==> src/rtl/instr_fetch_unit_if.sv <==
// -----------------------------------------------------------------------------
// instr_fetch_unit_if
//   Bundles the fetch unit's memory-port and downstream-handshake signals.
//   master : fetch unit side (drives instr_addr, ir_out, ir_valid, pc_out)
//   slave  : memory / decode / redirect side
//   Signals:
//     instr_addr  [ADDR_W]   address to the instruction memory port
//     instr_in    [INSTR_W]  word returned by the instruction memory
//     ir_out      [INSTR_W]  registered instruction to decode
//     ir_valid               ir_out holds a valid instruction
//     ir_ready               downstream accepts ir_out this cycle
//     pc_load                redirect request (1-cycle pulse)
//     pc_load_val [ADDR_W]   redirect target
//     pc_out      [ADDR_W]   address of the instruction in ir_out
// -----------------------------------------------------------------------------
interface instr_fetch_unit_if #(
  parameter int ADDR_W  = 16,
  parameter int INSTR_W = 16
);
  logic [ADDR_W-1:0]  instr_addr;
  logic [INSTR_W-1:0] instr_in;
  logic [INSTR_W-1:0] ir_out;
  logic               ir_valid;
  logic               ir_ready;
  logic               pc_load;
  logic [ADDR_W-1:0]  pc_load_val;
  logic [ADDR_W-1:0]  pc_out;

  modport master (
    output instr_addr, ir_out, ir_valid, pc_out,
    input  instr_in, ir_ready, pc_load, pc_load_val
  );

  modport slave (
    input  instr_addr, ir_out, ir_valid, pc_out,
    output instr_in, ir_ready, pc_load, pc_load_val
  );
endinterface

==> src/rtl/instr_fetch_unit.sv <==
// -----------------------------------------------------------------------------
// instr_fetch_unit
//   Per-core fetch stage. Owns the PC, drives one instruction-memory address
//   port, waits out the memory read latency, captures the returned word into
//   an instruction register and hands it downstream with valid/ready.
//   Supports PC redirect and stops on the HALT opcode.
//
//   Ports:
//     clock        single clock, posedge
//     reset        synchronous, active-high
//     start        begin fetching (IDLE) / restart (HALTED)
//     bus          instr_fetch_unit_if.master (memory port + handshake)
//     halted       HALT accepted, fetch stopped
//   Optional (IFU_PERF_CNT_EN defined):
//     fetch_count  [31:0] accepted handshakes, HALT included
//     stall_count  [15:0] HOLD cycles with ir_ready low, saturating
//
//   state   | meaning
//   IDLE    | after reset, waiting for start
//   WAIT    | instr_addr stable, counting memory latency
//   HOLD    | ir_out valid, waiting for ir_ready
//   HALTED  | HALT accepted, outputs frozen until start
// -----------------------------------------------------------------------------
module instr_fetch_unit #(
  parameter int               ADDR_W      = 16,
  parameter int               INSTR_W     = 16,
  parameter logic [ADDR_W-1:0] RESET_PC   = '0,
  parameter int               MEM_LATENCY = 1,
  parameter int               OPC_W       = 8,
  parameter logic [OPC_W-1:0] HALT_OPCODE = 8'hFF
) (
  input  logic clock,
  input  logic reset,
  input  logic start,
  instr_fetch_unit_if.master bus,
  output logic halted
`ifdef IFU_PERF_CNT_EN
  ,
  output logic [31:0] fetch_count,
  output logic [15:0] stall_count
`endif
);

  localparam int CNT_W = (MEM_LATENCY < 1) ? 1 : $clog2(MEM_LATENCY + 1);
  localparam logic [CNT_W-1:0] LAT_LOAD = CNT_W'(MEM_LATENCY);

  typedef enum logic [1:0] {S_IDLE, S_WAIT, S_HOLD, S_HALTED} state_t;

  state_t             state_q, state_d;
  logic [ADDR_W-1:0]  pc_q, pc_d;
  logic [INSTR_W-1:0] ir_q, ir_d;
  logic               valid_q, valid_d;
  logic [ADDR_W-1:0]  pc_out_q, pc_out_d;
  logic               halted_q, halted_d;
  logic [CNT_W-1:0]   cnt_q, cnt_d;
  logic [OPC_W-1:0]   opcode;

  assign opcode = ir_q[INSTR_W-1 -: OPC_W];

  always_ff @(posedge clock) begin
    if (reset) begin
      state_q  <= S_IDLE;
      pc_q     <= RESET_PC;
      ir_q     <= '0;
      valid_q  <= 1'b0;
      pc_out_q <= '0;
      halted_q <= 1'b0;
      cnt_q    <= '0;
    end else begin
      state_q  <= state_d;
      pc_q     <= pc_d;
      ir_q     <= ir_d;
      valid_q  <= valid_d;
      pc_out_q <= pc_out_d;
      halted_q <= halted_d;
      cnt_q    <= cnt_d;
    end
  end

  always_comb begin
    state_d  = state_q;
    pc_d     = pc_q;
    ir_d     = ir_q;
    valid_d  = valid_q;
    pc_out_d = pc_out_q;
    halted_d = halted_q;
    cnt_d    = cnt_q;
    case (state_q)
      S_IDLE: begin
        // start outranks a same-cycle pc_load here
        if (start) begin
          pc_d    = RESET_PC;
          cnt_d   = LAT_LOAD;
          state_d = S_WAIT;
        end
      end
      S_WAIT: begin
        if (bus.pc_load) begin
          // new address: restart the latency count, in-flight word is dropped
          pc_d  = bus.pc_load_val;
          cnt_d = LAT_LOAD;
        end else if (cnt_q != '0) begin
          cnt_d = cnt_q - CNT_W'(1);
        end else begin
          ir_d     = bus.instr_in;
          pc_out_d = pc_q;
          valid_d  = 1'b1;
          state_d  = S_HOLD;
        end
      end
      S_HOLD: begin
        // redirect wins over both the handshake and HALT detection
        if (bus.pc_load) begin
          pc_d    = bus.pc_load_val;
          valid_d = 1'b0;
          cnt_d   = LAT_LOAD;
          state_d = S_WAIT;
        end else if (bus.ir_ready) begin
          valid_d = 1'b0;
          if (opcode == HALT_OPCODE) begin
            halted_d = 1'b1;
            state_d  = S_HALTED;
          end else begin
            pc_d    = pc_q + ADDR_W'(1);
            cnt_d   = LAT_LOAD;
            state_d = S_WAIT;
          end
        end
      end
      S_HALTED: begin
        if (start) begin
          pc_d     = RESET_PC;
          halted_d = 1'b0;
          cnt_d    = LAT_LOAD;
          state_d  = S_WAIT;
        end
      end
      default: state_d = S_IDLE;
    endcase
  end

  // instr_addr is the PC register itself, so it is stable through WAIT
  assign bus.instr_addr = pc_q;
  assign bus.ir_out     = ir_q;
  assign bus.ir_valid   = valid_q;
  assign bus.pc_out     = pc_out_q;
  assign halted         = halted_q;

`ifdef IFU_PERF_CNT_EN
  logic [31:0] fetch_q;
  logic [15:0] stall_q;

  always_ff @(posedge clock) begin
    if (reset) begin
      fetch_q <= '0;
      stall_q <= '0;
    end else begin
      // a handshake overridden by pc_load is not an accepted fetch
      if (state_q == S_HOLD && bus.ir_ready && !bus.pc_load)
        fetch_q <= fetch_q + 32'd1;
      if (state_q == S_HOLD && !bus.ir_ready && stall_q != 16'hFFFF)
        stall_q <= stall_q + 16'd1;
    end
  end

  assign fetch_count = fetch_q;
  assign stall_count = stall_q;
`endif

endmodule

==> src/flat_wrapper.sv <==
// flat-port wrapper written by rule: the top's interface ports become plain ports
module instr_fetch_unit_flat 
#(
  parameter int               ADDR_W      = 16,
  parameter int               INSTR_W     = 16,
  parameter logic [ADDR_W-1:0] RESET_PC   = '0,
  parameter int               MEM_LATENCY = 1,
  parameter int               OPC_W       = 8,
  parameter logic [OPC_W-1:0] HALT_OPCODE = 8'hFF
)
  (clock, reset, start, halted, bus_instr_addr, bus_ir_out, bus_ir_valid, bus_pc_out, bus_instr_in, bus_ir_ready, bus_pc_load, bus_pc_load_val);
  instr_fetch_unit_if #(.ADDR_W(ADDR_W), .INSTR_W(INSTR_W)) bus_i ();
  input  logic clock;
  input  logic reset;
  input  logic start;
  output logic halted;
  output wire logic [$bits(bus_i.instr_addr)-1:0] bus_instr_addr;
  output wire logic [$bits(bus_i.ir_out)-1:0] bus_ir_out;
  output wire logic [$bits(bus_i.ir_valid)-1:0] bus_ir_valid;
  output wire logic [$bits(bus_i.pc_out)-1:0] bus_pc_out;
  input wire logic [$bits(bus_i.instr_in)-1:0] bus_instr_in;
  input wire logic [$bits(bus_i.ir_ready)-1:0] bus_ir_ready;
  input wire logic [$bits(bus_i.pc_load)-1:0] bus_pc_load;
  input wire logic [$bits(bus_i.pc_load_val)-1:0] bus_pc_load_val;
  assign bus_instr_addr = bus_i.instr_addr;
  assign bus_ir_out = bus_i.ir_out;
  assign bus_ir_valid = bus_i.ir_valid;
  assign bus_pc_out = bus_i.pc_out;
  assign bus_i.instr_in = bus_instr_in;
  assign bus_i.ir_ready = bus_ir_ready;
  assign bus_i.pc_load = bus_pc_load;
  assign bus_i.pc_load_val = bus_pc_load_val;
  instr_fetch_unit #(.ADDR_W(ADDR_W), .INSTR_W(INSTR_W), .RESET_PC(RESET_PC), .MEM_LATENCY(MEM_LATENCY), .OPC_W(OPC_W), .HALT_OPCODE(HALT_OPCODE)) u_core (.clock(clock), .reset(reset), .start(start), .bus(bus_i), .halted(halted));
endmodule
==> config.mk <==
export PLATFORM = sky130hd
export DESIGN_NAME = instr_fetch_unit_flat
export DESIGN_NICKNAME = d
export VERILOG_FILES = /design/src/rtl/instr_fetch_unit_if.sv /design/src/rtl/instr_fetch_unit.sv /design/src/flat_wrapper.sv
export SDC_FILE = /design/constraint.sdc
export NUM_CORES = 1
export LEC_CHECK = 0
export ABC_AREA = 1
export CAP_MARGIN = 20
export CORE_AREA = 5 5 75 77
export CTS_CLUSTER_DIAMETER = 200
export DETAILED_ROUTE_END_ITERATION = 8
export DIE_AREA = 0 0 80 82
export DONT_BUFFER_PORTS = 1
export GPL_ROUTABILITY_DRIVEN = 1
export HOLD_SLACK_MARGIN = 0.06
export PLACE_DENSITY = 0.74
export SYNTH_ARGS = -nofsm -noshare
export SYNTH_HDL_FRONTEND = slang
export SYNTH_SLANG_ARGS = --single-unit
==> constraint.sdc <==
create_clock -name clock -period 1.45 [get_ports clock]
set_input_delay 0.2175 -clock clock [delete_from_list [all_inputs] [get_ports clock]]
set_output_delay 0.2175 -clock clock [all_outputs]
set_load 0.1 [all_outputs]
==> metrics.cfg <==
[cells_and_area]
fillers=359
finalNonFillerCells=545
areaGrowthSynthToFinish_pct=38.9
nets=516
drive_gt1_frac=0.362
num_antenna_cells=0
utilization=0.757
register_area_mm2=0.00112
multi_input_area_mm2=0.00161

[flow_run]
cap_violations=0

[synth]
synth-main-ff-cell=dfxtp_1
synth-simple-area-share=0.296
ys_seq_elements=53
ys_warn_count=0
synth_area_leaders=dfxtp_1, nor2_1, nand2_1, a21oi_1, o21ai_0
synthMuxAreaShare=0
syn_area_mm2=0.00270
synth_compound_area_frac=0.194
synth_top_area_share=0.394
ys_types=26
synth_top_cell_by_area=dfxtp_1
synthArstFlopShare=0
synthXorXnorAreaFrac=0.00650
yosysMostFrequentCell=nor2_1
synth_adder_area_share=0.0232
synth_top_family_by_area=simple AND/OR/NAND/NOR gates
seq_area_frac_synth=0.394
syn_nets=447
synth-edff-count=0
postSynthCellCount=405
avgSynthCellArea_um2=6.65
ys_top_cells_by_count=nor2_1, nand2_1, dfxtp_1

[cts]
cts_root_buffer=clkbuf_8
clkSlewWorstSetupHoldPaths_ps=100
h-tree-depth=2
cts_sinks=53
clock_latency_ps=320
cts_tree=done
cts_buffers=5
max-clock-path-buffers=2

[run_status]
violations=negative setup slack
status=finished with violations

[worst_setup_path]
slowest_delay_ps=350
crit_required_ps=1660
timing.rr.end=u_core.bus.instr_addr[10]
crit_slowest_cell=dfxtp_2
arrival_ps=1750
critPathKind=reg -> reg
r2r-start=u_core.state_q[0]
worstSetupStartpointType=register
regToRegSetupSlack_ps=-90
ff2ff_path_depth=9
path_max_fanout=8
worst_setup_path_end_kind=register
crit_chain=inv_2 > ha_4 > inv_4 > nor2_4 > a21oi_4 > nand3_4 > buf_12 > a21oi_2 > a21oi_1

[route]
drc=0
ant_nets=0
wirelength_mm=8.16
route.vias.total=2971
avgViaCountPerCell=5.45
wl_per_cell_um=15.0
first_pass_iters=5
drt_iter0_drc=243

[global_routing]
gr-usage-met2=0.419
grt.busiest_layer=met2
grt_max_degree=48
track_usage=0.244
grt_pass1_wl_mm=12.6
use_met3=0.0636
grt_use_met1=0.286
grt_antenna_before_repair=0
grt_pass1_vias=2725
overflow=0

[timing]
fin_ws_ps=-86.5
slew_violations=0
worst_pin_slew_ps=319
hold_violations=0
rsz0062_at_grt=yes
finalCritPeriodShare=1.06
period_minus_slack_ps=1540
setup_viol_count_final=16
slew_headroom=0.787
fmax_ghz=0.651
skew_ps=10.8

[die]
die_area_mm2=0.00656
core_area_mm2=0.00494
initial_utilization=0.545
die_h_um=82
core.rowCount=26
die_w_um=80
io_pins=87

[min_path]
hold_end=u_core.bus.instr_addr[13]
whs_path_depth=2
hp-start=bus_pc_load_val[13]
hold_path_class=in -> reg

[placed_design]
place_congestion=0.922
port_buffers=0
post-place-cells=525
dp_hpwl_mm=5.33

[power]
power.density_mw_per_mm2=2670
p_leak_nw=1.56
peakVddDrop_uv=1450

-- where the power goes --
group          internal, W  leakage (nW)  total [W]  switching (W)
Sequential         0.00198         0.447    0.00238       0.000401
Clock             0.000327        0.0430   0.000817       0.000490
Combinational      0.00196          1.07    0.00679        0.00483
Total              0.00427          1.56    0.00999        0.00572
-- worst max path at each step --
| stage | slack, ps | endpoint | cells after the start | from |
|---|---|---|---|---|
| final | -90 | u_core.bus.instr_addr[10] | 9 | u_core.state_q[0] |
| after global routing | -170 | u_core.bus.instr_addr[11] | 9 | u_core.state_q[0] |
| after CTS | -80 | u_core.bus.instr_addr[15] | 9 | u_core.state_q[0] |
| after detailed placement | -100 | u_core.bus.instr_addr[15] | 9 | u_core.state_q[0] |
| after global placement | -50 | u_core.state_q[0] | 8 | u_core.state_q[0] |
| after floorplan | -20 | u_core.bus.instr_addr[15] | 7 | u_core.bus.instr_addr[9] |
-- cell families after synthesis --
logic type                 Yosys count
and+or+nand+nor                    198
AOI/OAI and AO/OA                   99
DFF                                 53
buffers and inverters               48
adders and majority gates            5
xor gates and xnor gates             2
-- registers in the layout (all words and copies together) (netlist names) --
| name | count |
|---|---|
| u_core.cnt_q | 1 |
| u_core.bus.instr_addr | 16 |
| u_core.bus.ir_valid | 1 |
| u_core.bus.pc_out | 16 |
| u_core.halted | 1 |
| u_core.bus.ir_out | 16 |
| u_core.state_q | 2 |
-- cell type report --
type / count / area share
multi-input cells: 304 / 0.431
clock inverters: 3 / 0.00334
flip-flops and latches: 53 / 0.300
inverters: 31 / 0.0324
well taps: 70 / 0.0234
repair buffers: 79 / 0.191
clock buffers: 5 / 0.0184
-- per-stage QoR --
step / area [um2] / setup TNS [ps] / total power [W] / setup slack [ps] / hold slack, ps
after floorplan: 2780 / -27.3 / 0.00689 / -17.2 / 277
after global placement: 3300 / -449 / 0.00802 / -46.4 / 278
after detailed placement: 3300 / -1060 / 0.00813 / -103 / 285
after CTS: 3560 / -874 / 0.00949 / -79.5 / 67.7
after global routing: 3740 / -2350 / 0.0105 / -173 / 68.1
final: 3740 / -930 / 0.00999 / -86.5 / 62.2
-- per-layer routing --
layer	vias up	wire length, um
met5	-	0
met2	161	4020
met1	1343	3060
met4	0	252
met3	28	822
li1	1439	-
-- critical path: cells and delay by family, from the launching register on --
family,cells,cell delay (ps)
AO/OA/AOI/OAI,3,320
adder cells (fa/ha/maj),1,210
buffers and inverters,3,330
flip-flops,1,350
AND/OR/NAND/NOR,2,240
-- repair_timing --
action	4_1_cts	5_1_grt
endpoints found under the hold margin	3	0
resized for setup	30	41
endpoints found under the setup margin	19	46
setup buffers	4	4
hold buffers	1	0
gates cloned	2	1
pin swaps	15	11
-- placed cells by master, fill, tap and decap left out, types with 5 or more instances in the layout --
cell type  count
buf_4         68
nor2_1        92
dfxtp_4       12
nand3_1       16
a21oi_2       18
dfxtp_1       27
clkbuf_8       5
a21oi_1       28
o21ai_0       42
nand2_4        5
nand2_1       59
inv_1         25
nand2_2       14
dfxtp_2       14
No activity file was read; power rests on OpenSTA's default activity.
